## config.mk

```make
export PLATFORM = sky130hd
export DESIGN_NAME = fetch_controller
export DESIGN_NICKNAME = d
export VERILOG_FILES = /design/src/rtl/fetch_controller_pkg.sv /design/src/rtl/fetch_out_reg.sv /design/src/rtl/fetch_controller.sv
export SDC_FILE = /design/constraint.sdc
export NUM_CORES = 1
export LEC_CHECK = 0
export CORE_AREA = 2 2 78 80
export CTS_CLUSTER_SIZE = 24
export DETAILED_ROUTE_END_ITERATION = 10
export DIE_AREA = 0 0 80 82
export PLACE_DENSITY_LB_ADDON = 0.3
export SYNTH_ARGS = -nofsm -noshare
export SYNTH_HDL_FRONTEND = slang
export SYNTH_SLANG_ARGS = --single-unit
```

## constraint.sdc

```tcl
create_clock -name i_clk -period 4.7 [get_ports i_clk]
set_clock_uncertainty 0.05 [all_clocks]
set_input_delay 0.705 -clock i_clk [delete_from_list [all_inputs] [get_ports i_clk]]
set_output_delay 0.705 -clock i_clk [all_outputs]
set_load 0.005 [all_outputs]
```

## src/rtl/fetch_controller_pkg.sv

```systemverilog
// Shared fetch-side constants: instruction width, default reset PC,
// controller state encodings and the PC step.
package fetch_controller_pkg;

    localparam int FC_INST_WIDTH = 32;
    localparam int FC_RESET_PC   = 0;
    localparam int FC_PC_INC     = 4;

    typedef enum logic [1:0] {
        FC_IDLE = 2'd0,
        FC_RUN  = 2'd1,
        FC_HALT = 2'd2
    } fc_state_e;

endpackage

```

## src/rtl/fetch_out_reg.sv

```systemverilog
// One-entry valid/ready output stage between fetch and decode.
// Flush beats load; an accepted word empties the slot unless refilled.
module fetch_out_reg
    import fetch_controller_pkg::*;
#(
    parameter int ADDR_WIDTH = 10,
    parameter int INST_WIDTH = FC_INST_WIDTH
) (
    input  logic                  i_clk,
    input  logic                  i_rst_n,
    input  logic                  i_load,
    input  logic                  i_flush,
    input  logic                  i_ready,
    input  logic [INST_WIDTH-1:0] i_inst,
    input  logic [ADDR_WIDTH-1:0] i_pc,
    output logic                  o_valid,
    output logic [INST_WIDTH-1:0] o_inst,
    output logic [ADDR_WIDTH-1:0] o_pc
);

    always_ff @(posedge i_clk or negedge i_rst_n) begin
        if (!i_rst_n) begin
            o_valid <= 1'b0;
            o_inst  <= '0;
            o_pc    <= '0;
        end else if (i_flush) begin
            o_valid <= 1'b0;
        end else if (i_load) begin
            o_valid <= 1'b1;
            o_inst  <= i_inst;
            o_pc    <= i_pc;
        end else if (i_ready) begin
            o_valid <= 1'b0;
        end
    end

endmodule

```

## src/rtl/fetch_controller.sv

```systemverilog
// Front-end fetch sequencer: owns the PC, drives the combinational imem,
// registers fetched words toward decode, handles redirects and halt.
module fetch_controller
    import fetch_controller_pkg::*;
#(
    parameter int ADDR_WIDTH = 10,
    parameter int INST_WIDTH = FC_INST_WIDTH,
    parameter int RESET_PC   = FC_RESET_PC
) (
    input  logic                  i_clk,
    input  logic                  i_rst_n,
    input  logic                  i_start,
    output logic [ADDR_WIDTH-1:0] o_imem_addr,
    input  logic [INST_WIDTH-1:0] i_imem_inst,
    output logic [INST_WIDTH-1:0] o_inst,
    output logic [ADDR_WIDTH-1:0] o_pc,
    output logic                  o_valid,
    input  logic                  i_ready,
    input  logic                  i_redirect,
    input  logic [ADDR_WIDTH-1:0] i_redirect_pc,
    output logic                  o_halted,
    output logic                  o_misalign
);

    fc_state_e             state_q, state_d;
    logic [ADDR_WIDTH-1:0] pc_q, pc_d;
    logic                  halted_d, misalign_d;
    logic                  load, flush, slot_free;

    assign o_imem_addr = pc_q;
    assign slot_free   = !o_valid || i_ready;

    always_ff @(posedge i_clk or negedge i_rst_n) begin
        if (!i_rst_n) begin
            state_q    <= FC_IDLE;
            pc_q       <= ADDR_WIDTH'(RESET_PC);
            o_halted   <= 1'b0;
            o_misalign <= 1'b0;
        end else begin
            state_q    <= state_d;
            pc_q       <= pc_d;
            o_halted   <= halted_d;
            o_misalign <= misalign_d;
        end
    end

    always_comb begin
        state_d    = state_q;
        pc_d       = pc_q;
        halted_d   = o_halted;
        misalign_d = 1'b0;
        load       = 1'b0;
        flush      = 1'b0;
        if (i_redirect) begin
            // Redirect always discards the pending word, good target or not.
            flush = 1'b1;
            if (i_redirect_pc[1:0] == 2'b00) begin
                pc_d     = i_redirect_pc;
                halted_d = 1'b0;
                if (state_q != FC_IDLE) state_d = FC_RUN;
            end else begin
                misalign_d = 1'b1;
                halted_d   = 1'b1;
                state_d    = FC_HALT;
            end
        end else begin
            unique case (state_q)
                FC_IDLE: if (i_start) state_d = FC_RUN;
                FC_RUN: begin
                    if (slot_free) begin
                        if (i_imem_inst != '0) begin
                            load = 1'b1;
                            pc_d = pc_q + ADDR_WIDTH'(FC_PC_INC);
                        end else begin
                            halted_d = 1'b1;
                            state_d  = FC_HALT;
                        end
                    end
                end
                FC_HALT: ;
                default: state_d = FC_IDLE;
            endcase
        end
    end

    fetch_out_reg #(
        .ADDR_WIDTH(ADDR_WIDTH),
        .INST_WIDTH(INST_WIDTH)
    ) u_out (
        .i_clk  (i_clk),
        .i_rst_n(i_rst_n),
        .i_load (load),
        .i_flush(flush),
        .i_ready(i_ready),
        .i_inst (i_imem_inst),
        .i_pc   (pc_q),
        .o_valid(o_valid),
        .o_inst (o_inst),
        .o_pc   (o_pc)
    );

endmodule

```

==> metrics.md, run 1 <==
| Metric | Value |
|---|---|
| Vias per inst | `5.05` |
| Worst Max-Slew Pin Slew | `879 ps` |
| Leakage power total | `0.00160 uW` |
| Area delta synth->final | `52.7%` |
| Clk pwr share | `27.6%` |
| Post-CTS setup buffers | `0` |
| Starting Density | `43.0%` |
| Fin Hold WS | `438 ps` |
| Layout Nets | `340` |
| First-pass GRT wire length | `9000 microns` |
| Max-cap violation count | `0` |
| Startpoint types | `primary input` |
| Post_cts resized | `0` |
| Most common cell after layout, fill and taps aside | `clkdlybuf4s50_1` |
| Final Power | `1830 uW` |
| Most frequent cells in the layout | `clkdlybuf4s50_1, dfrtp_1, mux2_2, clkbuf_8` |
| Drt first pass iters | `5` |
| Number of CTS-inserted buffers | `9` |
| Setup-failing EPs final | `0` |
| Crit path DAT | `3200 ps` |
| Mapped Area | `0.00247 sq mm` |
| Maximum clock rate | `329 MHz` |
| CTS tree | `done` |
| Finished Core Util | `65.7%` |
| Die footprint | `0.00656 sq mm` |
| Setup TNS | `0 ps` |
| Clock Tree Root | `clkbuf_8` |
| Total GRT Usage | `18.4%` |
| # DRC | `0` |
| # rows | `28` |
| Wire per inst | `15.2 microns` |
| Routed Antenna Nets | `0` |
| R2r setup slk | `2620 ps` |
| Yosys reg bits | `57` |
| Overflow after GRT | `0` |
| GP Congestion | `0.788` |
| DIE HEIGHT | `82 microns` |
| Core Region | `0.00575 sq mm` |
| Vias in the first global route | `1851` |
| Cell internal pwr | `1380 uW` |
| Share of layout cells above drive strength 1 | `21.5%` |
| RSZ-0062 raised after global routing | `false` |
| Hold wc startpoint | `u_out.o_inst[22]` |
| Cts hold-fix bufs | `0` |
| Slew Viols, Final | `0` |
| # fillers | `472` |
| Pwr/cell area | `484 mW/mm^2` |
| Critical R2R Launch | `state_q[1]` |
| CP Capture Type | `flip-flop` |
| Yosys cell types | `34` |
| Crit Reg-Reg Endpoint | `u_out.o_inst[23]` |
| # diodes | `0` |
| WS Path Type | `primary input to flip-flop` |
| Sequential share of the synthesized area | `57.8%` |
| Cells after synthesis | `184` |
| Via Count | `1878` |
| Mapped Nets | `232` |
| Reg2Reg Depth | `5` |
| Net Sw Frac | `24.6%` |
| Status | `complete, no violations` |
| Worst VDD drop | `0.283 mV` |
| Initial antenna violation count | `0` |
| Clock transition at path regs | `60 ps` |
| Synth warn | `0` |
| Clk buf depth | `2` |
| 1st-iter DRT viols | `66` |
| Gate power share | `31.6%` |
| Power share of the sequential group | `40.8%` |
| Post-DP HPWL | `4050 microns` |
| Fin crit period | `3040 ps` |
| Clock Sink Count | `57` |
| Avg Inst Size Synth | `13.4 sq um` |
| Final number of hold-violating endpoints | `0` |
| Worst hold path depth | `1` |
| WP data required | `4860 ps` |
| Largest net degree at the start of global routing | `58` |
| Worst skew pair latency | `330 ps` |
| Drt total wl | `5670 microns` |
| Hold Crit Class | `flip-flop to flip-flop` |
| Net Switching | `449 uW` |
| Die W | `80 microns` |
| Critical path peak fanout | `26` |
| Top-Level Pins | `102` |
| Hold endpoint | `u_out.o_inst[22]` |
| H-Tree Level Count | `3` |
| Rel. slew slack | `41.2%` |
| Number of buffers added on ports | `101` |
| Final Cycle Share | `64.6%` |
-- cells in the mapped netlist (all sizes together) --
| master | n | area share (%) |
|---|---|---|
| nor2b | 3 | 0.76 |
| o2111ai | 1 | 0.35 |
| nor4 | 8 | 2.0 |
| o221ai | 1 | 0.35 |
| mux2 | 46 | 21 |
| buf | 5 | 1.7 |
| and2 | 3 | 0.76 |
| o22ai | 1 | 0.25 |
| or4 | 1 | 0.30 |
| a211oi | 2 | 0.61 |
| nor3 | 2 | 0.41 |
| a21oi | 6 | 1.2 |
| nand3 | 1 | 0.20 |
| and3 | 3 | 0.76 |
| ha | 1 | 0.51 |
| nand4 | 2 | 1.0 |
| dfrtp | 57 | 58 |
| o21a | 1 | 0.30 |
| clkbuf | 1 | 0.15 |
| clkinv | 1 | 0.15 |
| o21ai | 6 | 1.2 |
| o211ai | 5 | 2.1 |
| nor2 | 8 | 1.2 |
| inv | 1 | 0.15 |
| nand2b | 2 | 0.51 |
| mux2i | 1 | 0.41 |
| nand2 | 7 | 1.1 |
| nor4b | 1 | 0.35 |
| xor2 | 6 | 2.1 |
| o41ai | 1 | 0.35 |
-- critical path, cell delays in order --
cell and delay, ps:
clkdlybuf4s50_1 430, nor4_1 420, nand4_2 350, o211ai_4 650, buf_12 270, mux2_2 360
-- cell type report --
cell class	instances	area, sq um	area share (%)
clock buffers	11	141	3.75
clock inverters	5	78.8	2.09
inverters	2	7.51	0.199
multi-input cells	119	991	26.3
flip-flops and latches	57	1430	37.8
well taps	75	93.8	2.49
repair buffers	103	1030	27.4
-- state kept, by name, summed over array words and instances, names as in the netlist --
register	count
o_halted	1
o_imem_addr	10
o_misalign	1
state_q	2
u_out.o_inst	32
u_out.o_pc	10
u_out.o_valid	1
-- metal layers --
metal	global-route usage, %	routed length [microns]	vias up
met5	0	0	-
met4	10.7	155	0
met3	4.84	313	13
met2	29.1	2750	61
met1	22.7	2460	918
li1	-	-	886
-- cell families (layout without fill, tap and decap cells) --
kind of cell             count (synthesis)  count (layout)  share of synthesized area [%]
flip-flops                              57              57                           57.8
AND/OR/NAND/NOR                         41              41                           9.37
adder cells (fa/ha/maj)                  1               1                          0.507
AO/OA/AOI/OAI                           24              24                           6.74
multiplexers                            47              47                           21.4
buffers and inverters                    8             121                           2.13
XOR/XNOR                                 6               6                           2.13
-- power by group through the flow --
stage / sequential (uW) / clock (uW) / combinational, uW
finish: 745 / 504 / 577
CTS: 746 / 515 / 586
detailed placement: 752 / 0 / 583
global placement: 752 / 0 / 574
global route: 769 / 537 / 620
floorplan: 755 / 0 / 169
-- stage by stage --
stage                     cells  cell area (sq um)  setup slack [ps]
final                       372               3770              1660
after global placement      356               3550              1320
after detailed placement    356               3550              1270
after global routing        372               3770              1510
after floorplan             184               2470              2350
after CTS                   372               3770              1630
-- worst max path at each step --
stage                               start               end  slack (ps)  cells past startpoint
after global placement    i_imem_inst[16]   u_out.o_inst[5]        1320                      6
after floorplan           i_imem_inst[16]   u_out.o_inst[0]        2350                      5
final                      i_imem_inst[1]   u_out.o_inst[7]        1660                      6
after detailed placement  i_imem_inst[16]  u_out.o_inst[13]        1270                      6
after CTS                 i_imem_inst[16]   u_out.o_inst[7]        1630                      6
after global routing      i_imem_inst[24]   u_out.o_inst[2]        1510                      6
Note: power is estimated with default switching activity, not from simulation.
==> run 2, diff against run 1 <==
--- a/config.mk
+++ b/config.mk
@@ -5,10 +5,10 @@
 export SDC_FILE = /design/constraint.sdc
 export NUM_CORES = 1
 export LEC_CHECK = 0
-export CORE_AREA = 2 2 78 80
+export CORE_AREA = 2 2 84 86
 export CTS_CLUSTER_SIZE = 24
 export DETAILED_ROUTE_END_ITERATION = 10
-export DIE_AREA = 0 0 80 82
+export DIE_AREA = 0 0 86 88
 export PLACE_DENSITY_LB_ADDON = 0.3
 export SYNTH_ARGS = -nofsm -noshare
 export SYNTH_HDL_FRONTEND = slang
==> constraint.sdc (replaced) <==
create_clock -name i_clk -period 2.7 [get_ports i_clk]
set_clock_uncertainty 0.05 [all_clocks]
set_input_delay 0.405 -clock i_clk [delete_from_list [all_inputs] [get_ports i_clk]]
set_output_delay 0.405 -clock i_clk [all_outputs]
set_load 0.005 [all_outputs]
==> run 2 against run 1 <==
Sequential power rose by 74%; non-clock buffer count rose by 9; largest power group unchanged; global-route usage fell by 2.4 points; critical path depth is the same; sequential cell count is the same; wire length up 1.0%; clock power is 55% higher.
==> metrics.md, run 2 (synthesized netlist as in run 1, its figures left out) <==
| Metric | Value |
|---|---|
| CP Capture Type | `flip-flop` |
| Core Region | `0.00664 sq mm` |
| # DRC | `0` |
| Number of CTS-inserted buffers | `9` |
| Clock transition at path regs | `60 ps` |
| Final Cycle Share | `81.0%` |
| Clock Tree Root | `clkbuf_8` |
| Fin crit period | `2190 ps` |
| Area delta synth->final | `54.8%` |
| Most common cell after layout, fill and taps aside | `clkdlybuf4s50_1` |
| Status | `complete, no violations` |
| Leakage power total | `0.00163 uW` |
| Rel. slew slack | `69.0%` |
| Slew Viols, Final | `0` |
| Placed Instance Area | `0.00362 sq mm` |
| Largest register FFs | `32` |
| Layout Nets | `349` |
| Top-Level Pins | `102` |
| Startpoint types | `primary input` |
| Drt total wl | `5730 microns` |
| Top reg by flops | `u_out.o_inst` |
| Area of the multi-input gates | `991 sq um` |
| Finished Cell Area | `0.00382 sq mm` |
| Pre-CTS setup slack | `147 ps` |
| DIE HEIGHT | `88 microns` |
| Post-CTS setup buffers | `0` |
| Total GRT Usage | `16.0%` |
| Share of layout cells above drive strength 1 | `23.3%` |
| Die W | `86 microns` |
| Vias in the first global route | `1922` |
| Pwr/cell area | `810 mW/mm^2` |
| Crit path DAT | `2340 ps` |
| Post_cts resized | `0` |
| Clock Sink Count | `57` |
| Number of buffers added on ports | `101` |
| Worst VDD drop | `0.351 mV` |
| WP data required | `2860 ps` |
| Overflow after GRT | `0` |
| First-pass GRT wire length | `9340 microns` |
| Setup-failing EPs final | `0` |
| Maximum clock rate | `457 MHz` |
| Hold Crit Class | `primary input to async pin` |
| Worst setup margin | `512 ps` |
| H-Tree Level Count | `3` |
| Die footprint | `0.00757 sq mm` |
| WS Path Type | `primary input to flip-flop` |
| GP Congestion | `0.818` |
| Via Count | `1878` |
| Largest net degree at the start of global routing | `36` |
| # rows | `30` |
| Worst skew pair latency | `320 ps` |
| Worst Max-Slew Pin Slew | `462 ps` |
| Wire per inst | `14.9 microns` |
| Starting Density | `37.2%` |
| Clk buf depth | `2` |
| Final number of hold-violating endpoints | `0` |
| Routed Antenna Nets | `0` |
| Drt first pass iters | `3` |
| 1st-iter DRT viols | `88` |
| Max-cap violation count | `0` |
| RSZ-0062 raised after global routing | `false` |
| Vias per inst | `4.88` |
| # fillers | `569` |
| Post-DP HPWL | `4350 microns` |
| Critical path peak fanout | `35` |
| # diodes | `0` |
| Initial antenna violation count | `0` |
| Setup TNS | `0 ps` |
| Most frequent cells in the layout | `clkdlybuf4s50_1, dfrtp_1, mux2_2, clkbuf_8, buf_4` |
| Register area | `0.00143 sq mm` |
| CTS tree | `done` |
==> run 2: per-layer routing <==
| layer | wire length (microns) | vias to the layer above | global-route usage, % |
|---|---|---|---|
| li1 | - | 907 | - |
| met1 | 2560 | 892 | 21.2 |
| met2 | 2650 | 63 | 23.9 |
| met3 | 339 | 16 | 4.05 |
| met4 | 175 | 0 | 9.09 |
| met5 | 0 | - | 0 |
==> run 2: where the power goes <==
part           switching (uW)  total (uW)  internal [uW]
registers                 167        1300           1130
logic                     284        1010            731
clock network             314         783            469
==> run 2: final timing paths <==
check,start,to,slack [ps],cells past startpoint
max,i_imem_inst[25],u_out.o_inst[16],510,6
min,i_rst_n,u_out.o_valid,420,2
max reg2reg,u_out.o_valid,u_out.o_inst[16],910,6
min reg2reg,u_out.o_inst[22],u_out.o_inst[22],440,1
max in group asynchronous,i_rst_n,u_out.o_inst[22],1560,3
min in group i_clk,u_out.o_inst[22],u_out.o_inst[22],440,1
==> run 2: final cells by class <==
cell class / count / share of cell area [%]
multi-input cells: 119 / 25.9
flip-flops and latches: 57 / 37.3
clock inverters: 3 / 1.05
inverters: 2 / 0.196
clock buffers: 12 / 4.06
well taps: 80 / 2.62
repair buffers: 112 / 28.9
==> run 2: timing repair <==
item / 4_1_cts / 5_1_grt
endpoints found under the setup margin: 0 / 0
hold buffers: 1 / 0
hold endpoints to repair: 9 / 0
==> run 2: critical path, cell delays in order <==
cell             delay (ps)
clkdlybuf4s50_1         420
nor4_1                  420
nand4_2                 220
o211ai_4                260
buf_12                  240
mux2_2                  360
==> run 2: per-stage QoR <==
| step | hold slack, ps | utilization, % | instances | total power [uW] |
|---|---|---|---|---|
| global placement | 230 | 54.5 | 369 | 2310 |
| detailed placement | 232 | 54.5 | 369 | 2340 |
| floorplan | 59.4 | - | 184 | 1610 |
| finish | 421 | 57.6 | 385 | 3100 |
| CTS | 416 | 57.6 | 385 | 3140 |
| global route | 451 | 57.6 | 385 | 3270 |
